$ cat config.mk
export PLATFORM = sky130hd
export DESIGN_NAME = mem_arbiter
export DESIGN_NICKNAME = d
export VERILOG_FILES = /design/src/rtl/mem_arbiter_pkg.sv /design/src/rtl/mem_arbiter_arb_priority.sv /design/src/rtl/mem_arbiter.sv
export SDC_FILE = /design/constraint.sdc
export NUM_CORES = 1
export LEC_CHECK = 0
export BUFFER_PORTS_ARGS = -buffer_cell sky130_fd_sc_hd__buf_4
export CAP_MARGIN = 20
export CORE_MARGIN = 2
export CORE_UTILIZATION = 40
export DETAILED_ROUTE_END_ITERATION = 7
export PLACE_DENSITY = 0.76
export SYNTH_ARGS = -nofsm -noshare
export SYNTH_HDL_FRONTEND = slang
export SYNTH_SLANG_ARGS = --single-unit
export TNS_END_PERCENT = 100
$ cat constraint.sdc
create_clock -name clk -period 5.3 [get_ports clk]
set_input_delay 1.06 -clock clk [delete_from_list [all_inputs] [get_ports clk]]
set_output_delay 1.06 -clock clk [all_outputs]
set_load 0.05 [all_outputs]
$ cat src/rtl/mem_arbiter_pkg.sv
`default_nettype none
// ============================================================================
// Module   : mem_arbiter_pkg
// Brief    : Shared types and constants for the instruction/data memory
//            arbiter (state encodings, grant encoding, default limits).
// Revision : 1.0 - initial release
// ============================================================================
package mem_arbiter_pkg;

    // Consecutive data grants tolerated while a fetch is waiting
    localparam int C_MAX_DM_BURST_DEFAULT = 4;
    // Address width of the pipeline's memory ports
    localparam int C_ADDR_W_DEFAULT       = 32;
    // Instruction / data word width
    localparam int C_DATA_W               = 32;

    typedef enum logic [1:0] {
        IDLE    = 2'd0,
        IF_BUSY = 2'd1,
        DM_BUSY = 2'd2,
        DONE    = 2'd3
    } arbState_t;

    typedef enum logic [1:0] {
        GRANT_NONE = 2'd0,
        GRANT_IF   = 2'd1,
        GRANT_DM   = 2'd2
    } grant_t;

endpackage : mem_arbiter_pkg
`default_nettype wire

$ cat src/rtl/mem_arbiter_arb_priority.sv
`default_nettype none
// ============================================================================
// Module   : arb_priority
// Brief    : Combinational priority pick between fetch and data requests.
//            Data wins unless the burst limit is reached with a fetch pending.
// Revision : 1.0 - initial release
// ============================================================================
module arb_priority
    import mem_arbiter_pkg::*;
(
    input  logic   i_ifReq,
    input  logic   i_dmReq,
    input  logic   i_burstSat,
    output grant_t o_grant
);

    // Data first, but a saturated burst hands the slot to the waiting fetch
    always_comb begin
        o_grant = GRANT_NONE;
        if (i_dmReq && !(i_burstSat && i_ifReq)) begin
            o_grant = GRANT_DM;
        end else if (i_ifReq) begin
            o_grant = GRANT_IF;
        end
    end

endmodule : arb_priority
`default_nettype wire

$ cat src/rtl/mem_arbiter.sv
`default_nettype none
// ============================================================================
// Module   : mem_arbiter
// Brief    : Shares one single-port memory between instruction fetch and
//            data access. One transaction at a time; data has priority with
//            a burst limit so fetch cannot starve.
// Revision : 1.0 - initial release
// ============================================================================
module mem_arbiter
    import mem_arbiter_pkg::*;
#(
    parameter int MAX_DM_BURST = C_MAX_DM_BURST_DEFAULT,
    parameter int ADDR_W       = C_ADDR_W_DEFAULT
) (
    input  logic                clk,
    input  logic                reset,
    input  logic                ifReq,
    input  logic [ADDR_W-1:0]   ifAddress,
    output logic                ifReady,
    output logic [C_DATA_W-1:0] ifData,
    input  logic                dmRead,
    input  logic                dmWrite,
    input  logic [ADDR_W-1:0]   dmAddress,
    input  logic [C_DATA_W-1:0] dmWriteData,
    output logic                dmReady,
    output logic [C_DATA_W-1:0] dmReadData,
    output logic                memReq,
    output logic                memWe,
    output logic [ADDR_W-1:0]   memAddress,
    output logic [C_DATA_W-1:0] memWriteData,
    input  logic                memAck,
    input  logic [C_DATA_W-1:0] memReadData,
    output logic                stallIF,
    output logic                stallMEM
);

    localparam int                 c_CNT_W     = $clog2(MAX_DM_BURST + 1);
    localparam logic [c_CNT_W-1:0] c_BURST_MAX = c_CNT_W'(MAX_DM_BURST);

    arbState_t             r_state;
    arbState_t             w_nextState;
    grant_t                w_grant;
    logic                  w_dmReq;
    logic                  w_burstSat;
    logic [c_CNT_W-1:0]    r_burstCnt;
    logic                  r_memReq;
    logic                  r_memWe;
    logic [ADDR_W-1:0]     r_memAddress;
    logic [C_DATA_W-1:0]   r_memWriteData;
    logic [C_DATA_W-1:0]   r_ifData;
    logic [C_DATA_W-1:0]   r_dmReadData;
    logic                  r_ifReady;
    logic                  r_dmReady;

    assign w_dmReq    = dmRead || dmWrite;
    assign w_burstSat = (r_burstCnt == c_BURST_MAX);

    arb_priority u_arbPriority (
        .i_ifReq    (ifReq),
        .i_dmReq    (w_dmReq),
        .i_burstSat (w_burstSat),
        .o_grant    (w_grant)
    );

    // State register
    always_ff @(posedge clk or posedge reset) begin
        if (reset) begin
            r_state <= IDLE;
        end else begin
            r_state <= w_nextState;
        end
    end

    // Next state: arbitrate only in IDLE, wait for memAck while busy
    always_comb begin
        w_nextState = r_state;
        case (r_state)
            IDLE: begin
                if (w_grant == GRANT_DM) begin
                    w_nextState = DM_BUSY;
                end else if (w_grant == GRANT_IF) begin
                    w_nextState = IF_BUSY;
                end
            end
            IF_BUSY, DM_BUSY: begin
                if (memAck) begin
                    w_nextState = DONE;
                end
            end
            DONE:    w_nextState = IDLE;
            default: w_nextState = IDLE;
        endcase
    end

    // Memory-side request registers, returned data and ready pulses
    always_ff @(posedge clk or posedge reset) begin
        if (reset) begin
            r_memReq       <= 1'b0;
            r_memWe        <= 1'b0;
            r_memAddress   <= '0;
            r_memWriteData <= '0;
            r_ifData       <= '0;
            r_dmReadData   <= '0;
            r_ifReady      <= 1'b0;
            r_dmReady      <= 1'b0;
        end else begin
            r_ifReady <= 1'b0;
            r_dmReady <= 1'b0;
            case (r_state)
                IDLE: begin
                    if (w_grant == GRANT_DM) begin
                        r_memReq       <= 1'b1;
                        r_memWe        <= dmWrite;
                        r_memAddress   <= dmAddress;
                        r_memWriteData <= dmWriteData;
                    end else if (w_grant == GRANT_IF) begin
                        r_memReq       <= 1'b1;
                        r_memWe        <= 1'b0;
                        r_memAddress   <= ifAddress;
                        r_memWriteData <= '0;
                    end
                end
                IF_BUSY: begin
                    if (memAck) begin
                        r_ifData  <= memReadData;
                        r_memReq  <= 1'b0;
                        r_ifReady <= 1'b1;
                    end
                end
                DM_BUSY: begin
                    if (memAck) begin
                        // Stores leave the last load result untouched
                        if (!r_memWe) begin
                            r_dmReadData <= memReadData;
                        end
                        r_memReq  <= 1'b0;
                        r_dmReady <= 1'b1;
                    end
                end
                default: ;
            endcase
        end
    end

    // Burst counter: counts data grants that made a pending fetch wait
    always_ff @(posedge clk or posedge reset) begin
        if (reset) begin
            r_burstCnt <= '0;
        end else if (r_state == IDLE) begin
            if (w_grant == GRANT_DM) begin
                if (!ifReq) begin
                    r_burstCnt <= '0;
                end else if (!w_burstSat) begin
                    r_burstCnt <= r_burstCnt + 1'b1;
                end
            end else if (w_grant == GRANT_IF) begin
                r_burstCnt <= '0;
            end
        end
    end

    assign memReq       = r_memReq;
    assign memWe        = r_memWe;
    assign memAddress   = r_memAddress;
    assign memWriteData = r_memWriteData;
    assign ifData       = r_ifData;
    assign dmReadData   = r_dmReadData;
    assign ifReady      = r_ifReady;
    assign dmReady      = r_dmReady;
    assign stallIF      = ifReq && !r_ifReady;
    assign stallMEM     = w_dmReq && !r_dmReady;

endmodule : mem_arbiter
`default_nettype wire

* Yosys cells after proc, flatten, opt, wreduce, memory -nomap -nowiden
Index checks and enable logic that the tools add are counted.
Operators by class: $add $sub $neg 1, equal/unequal tests 9, mux-type cells 23, bitwise gates (word level) 1, reductions and logical operators 18
Operators with widths (number):
- 32-bit two-way mux | 4
- 3-bit two-way mux | 4
- 1-bit two-way mux | 9
- 3-bit AND reduction | 3
- 2-bit two-way mux | 4
- 2-bit equality test (second input constant) | 3
- 3-bit != test (second input constant) | 2
- 2-bit one-hot mux with 3 select lines | 1
- 2-bit AND reduction | 3
- 2-bit by 1-bit equality test with 1-bit output (second input constant) | 2
- 1-bit logical AND | 4
- 2-bit nonzero test | 2
- 3-bit by 1-bit adder with 3-bit output (second input constant) | 1
- 3-bit equality test (second input constant) | 1
- 1-bit zero test | 3
- 2-bit zero test | 1
- 2-bit by 1-bit != test with 1-bit output (second input constant) | 1
- 1-bit one-hot mux with 2 select lines | 1
- 2-bit OR reduction | 1
- 1-bit logical OR | 1
- 1-bit inverter | 1
Word-level totals: bits in registers 137, logic and storage cells 62

* Logic depth before layout (Yosys ltp)
word-level depth 9, gate-level depth with buffers 7

* Cells and area by module
From an unflattened synthesis, not the netlist that was laid out.
Unflattened totals: cell total of the unflattened synthesis 476, area total of the unflattened synthesis 5778.0 um^2
By module, submodules not included:
- mem_arbiter | times used 1, cells each 473, area each 5759.3 um^2
- arb_priority | times used 1, cells each 3, area each 18.8 um^2

* Least setup slack after synthesis
No wires, ideal clock.
path kind input to output, from input port ifReq, to output port stallIF, arrival time 1.967 ns, data required time 4.240 ns, slack 2.273 ns, cell stages on the path 2, path buffers 1, path through buf_2 nor2b_1
Between the ends: cells in the longest elaborated chain, start to end 1
RTL lines:
- start, declared | RTL line mem_arbiter.sv:17 | input logic ifReq,
- 1-bit logical AND | RTL line mem_arbiter.sv:170 | assign stallIF = ifReq && !r_ifReady;
- end, declared | RTL line mem_arbiter.sv:33 | output logic stallIF,
Every way passes these cells.

* Worst setup path after layout
from input port dmWrite, to output port stallMEM
Between the ends: cells in the longest elaborated chain, start to end 2
RTL lines:
- start, declared | RTL line mem_arbiter.sv:22 | input logic dmWrite,
- 1-bit logical OR | RTL line mem_arbiter.sv:55 | assign w_dmReq = dmRead || dmWrite;
- 1-bit logical AND | RTL line mem_arbiter.sv:171 | assign stallMEM = w_dmReq && !r_dmReady;
- end, declared | RTL line mem_arbiter.sv:34 | output logic stallMEM
Every way passes these cells.

==> summary.md <==
| Metric | Value |
|---|---|
| Final nets | `~840` |
| Yosys top cell area share | `around three fifths` |
| Stages on the worst setup path | `4` |
| Post-DP HPWL | `11.2 mm` |
| Sequential share of the synthesized area | `61.5%` |
| Outcome | `completed` |
| Clock skew | `between 10 and 15 ps` |
| Clock Latency Late Sink | `410 ps` |
| Num Clock Sinks | `137` |
| Max Freq | `0.376 GHz` |
| First-pass GRT wire length | `24.2 mm` |
| Non-filler cells, final | `approximately 890` |
| Cell breakdown of the critical path | `buf_4 > nor2_2 > nor2_1 > buf_4` |
| Grt ovf | `0` |
| Commonest cells in the netlist | `dfrtp_1, mux2_2, nor2_1, a21oi_1, a31oi_1` |
| # Post-CTS Setup Buffers | `0` |
| Floorplan row count | `43` |
| Tot Pwr | `slightly below 7 mW` |
| Worst Tran Pin Value | `1010 ps` |
| Crit Path Max Fanout | `6` |
| RSZ-0062 raised after global routing | `no` |
| Reg2reg end | `r_burstCnt[1]` |
| Mapped Area | `5580 µm²` |
| Starting density of the core | `40.5%` |
| Req. time, crit path | `roughly 4200 ps` |
| I/O pin total | `268` |
| Root buffer cell | `clkbuf_16` |
| Ranking of synthesized cells by area | `dfrtp_1, mux2_2, a22o_1` |
| CP most frequent cell | `buf_4` |
| EDFF count, synth | `0` |
| Tcrit/Tclk final | `50.2%` |
| Drt drc | `0` |
| Final Hold Vio Count | `0` |
| Crit-path leading delay family | `buffers and inverters` |
| Antenna violations before repair | `0` |
| Antenna Nets Post-Route | `0` |
| CP Class | `input port to primary output` |
| H-tree levels | `4` |
| Reg2reg setup slack | `2970 ps` |
| Num CTS Buffers | `17` |
| CTS Hold Buffers Added | `0` |
| Die area | `14900 µm²` |
| WL final | `15.9 mm` |
| Slowest cell on the critical path | `buf_4` |
| Pre-antenna DRT Iters | `5` |
| Total track usage | `21.3%` |
| Most numerous cell in the Yosys netlist | `dfrtp_1` |
| Placed cell count | `~860` |
| IO buf count | `267` |
| Vias | `4659` |
| Ys Warns | `0` |
| Bufs and invs on worst path | `2` |
| ANT cells | `0` |
| Pwr Density | `825 nW/µm²` |
| Number of global-route vias before repair | `4840` |
| Die width | `122 µm` |
| Synth Flop Type | `dfrtp_1` |
| Core area | `13800 µm²` |
| Crit path DAT | `1600 ps` |
| Worst setup endpoint | `stallMEM` |
| Mapped Cells | `approximately 440` |
| Syn Nets | `579` |
| Critical Path Max Stage Delay | `190 ps` |
| Synth area leader | `dfrtp_1` |
| # setup viols final | `0` |
| CTS clk-pin slew, worst paths | `60 ps` |
| Ys async rst share | `100%` |
| Critical path launch point | `dmWrite` |
| Hold path cells | `1` |
| Pleak | `roughly 4.0 nW` |
| Reg-to-reg critical path startpoint | `r_burstCnt[0]` |
| Max capacitance violation total | `0` |
| RePlAce Congestion | `roughly 0.85` |
| Worst reg2reg path depth | `6` |
| Largest net degree at the start of global routing | `just over 90` |
| P&R area growth vs syn | `48.9%` |
| WL per Instance | `17.8 µm` |
| Setup crit end kind | `primary output` |
| Worst min-delay path category | `flip-flop to flip-flop` |
| Critical Path Source Type | `input port` |
| Clock Path Buffers | `2` |
| Via-per-instance ratio | `around 5.2` |
| Maximum vdd drop | `around 530 µV` |
| Layout cell share with drive strength beyond 1 | `between 50% and 60%` |
| Die Ht | `122 µm` |
| Min Tclk post-route | `2660 ps` |
| CTS tree | `yes` |
| Fin. max-slew vios | `0` |
| Post-CTS sizing | `0` |
| DR iter-0 viols | `208` |
| Setup TNS | `0 ps` |
| Seq cells post-synth | `137` |
| Worst slew margin | `32.7%` |
| Cell variety after synth | `30` |
| Avg Cell Area, Syn | `12.7 µm²` |
## state kept, by name, summed over array words and instances, names as in the netlist
name / count
dmReadData: 32
dmReady: 1
ifData: 32
ifReady: 1
memAddress: 32
memReq: 1
memWe: 1
memWriteData: 32
r_burstCnt: 3
r_state: 2
## through the flow
| stage | instance area (µm²) | hold slack, ps | setup WS (ps) | util, % |
|---|---|---|---|---|
| 6_report | 8310 | 507 | 2640 | 60.3 |
| 5_1_grt | 8310 | 526 | 2590 | 60.3 |
| 4_1_cts | 8290 | 507 | 2620 | 60.2 |
| 3_5_place_dp | 7680 | 490 | 2210 | 55.8 |
| 3_3_place_gp | 7680 | 483 | 2340 | 55.8 |
| 2_1_floorplan | 5580 | 491 | 572 | - |
## power by group
part / internal [mW] / switching [mW] / leakage (nW)
clock network: 0.754 / 0.455 / 0.285
logic: 1.23 / 2.54 / 2.05
registers: 1.57 / 0.311 / 1.63
## cell usage in the layout, fill, tap and decap left out, drive strengths merged, types with 2 or more instances in the layout
| cell type | count |
|---|---|
| a21oi | 34 |
| and3 | 2 |
| nand2b | 2 |
| nor2 | 36 |
| bufinv | 3 |
| a31oi | 34 |
| mux2 | 65 |
| ha | 6 |
| nor2b | 3 |
| o21ai | 33 |
| buf | 275 |
| clkinvlp | 5 |
| clkbuf | 18 |
| inv | 8 |
| clkinv | 4 |
| dfrtp | 137 |
| a22o | 33 |
| a32o | 2 |
## per-layer routing
| metal | global-route usage [%] | wire [µm] | vias up |
|---|---|---|---|
| li1 | - | - | 2108 |
| met1 | 24.7 | 6180 | 2297 |
| met2 | 35.5 | 7880 | 232 |
| met3 | 8.52 | 1510 | 22 |
| met4 | 7.76 | 280 | 0 |
| met5 | 0 | 0 | - |
## how the worst min path moves through the flow
| stage | from | end | slack (ps) |
|---|---|---|---|
| final | ifData[26] | ifData[26] | 510 |
| after detailed placement | dmReadData[29] | dmReadData[29] | 490 |
| after global routing | ifData[20] | ifData[20] | 530 |
| after CTS | dmReadData[29] | dmReadData[29] | 510 |
| after global placement | dmReadData[29] | dmReadData[29] | 480 |
| after floorplan | r_burstCnt[1] | r_burstCnt[1] | 490 |
## cells by family after synthesis
| kind of cell | after synthesis | synth area share, % |
|---|---|---|
| buffers and inverters | 41 | 3.75 |
| flip-flops | 137 | 61.5 |
| AO/OA/AOI/OAI | 140 | 16.2 |
| adder cells (fa/ha/maj) | 6 | 1.35 |
| AND/OR/NAND/NOR | 49 | 3.90 |
| multiplexers | 66 | 13.3 |
## worst register-to-register path, stage by stage, from the launching register on
cell     delay [ps]
dfrtp_1         380
inv_1           100
ha_1            190
nand3_1         490
buf_4           430
and3_4          330
a32o_1          300
## layout make-up
| type | instances | area, µm² |
|---|---|---|
| Clock buffer | 18 | 439 |
| Timing Repair Buffer | 275 | 2070 |
| Inverter | 6 | 27.5 |
| Sequential cell | 137 | 3430 |
| Multi-Input combinational cell | 261 | 1940 |
| Clock inverter | 14 | 173 |
| Fill cell | 1107 | 5470 |
| Tap cell | 180 | 225 |
No activity file was read; power rests on OpenSTA's default activity.
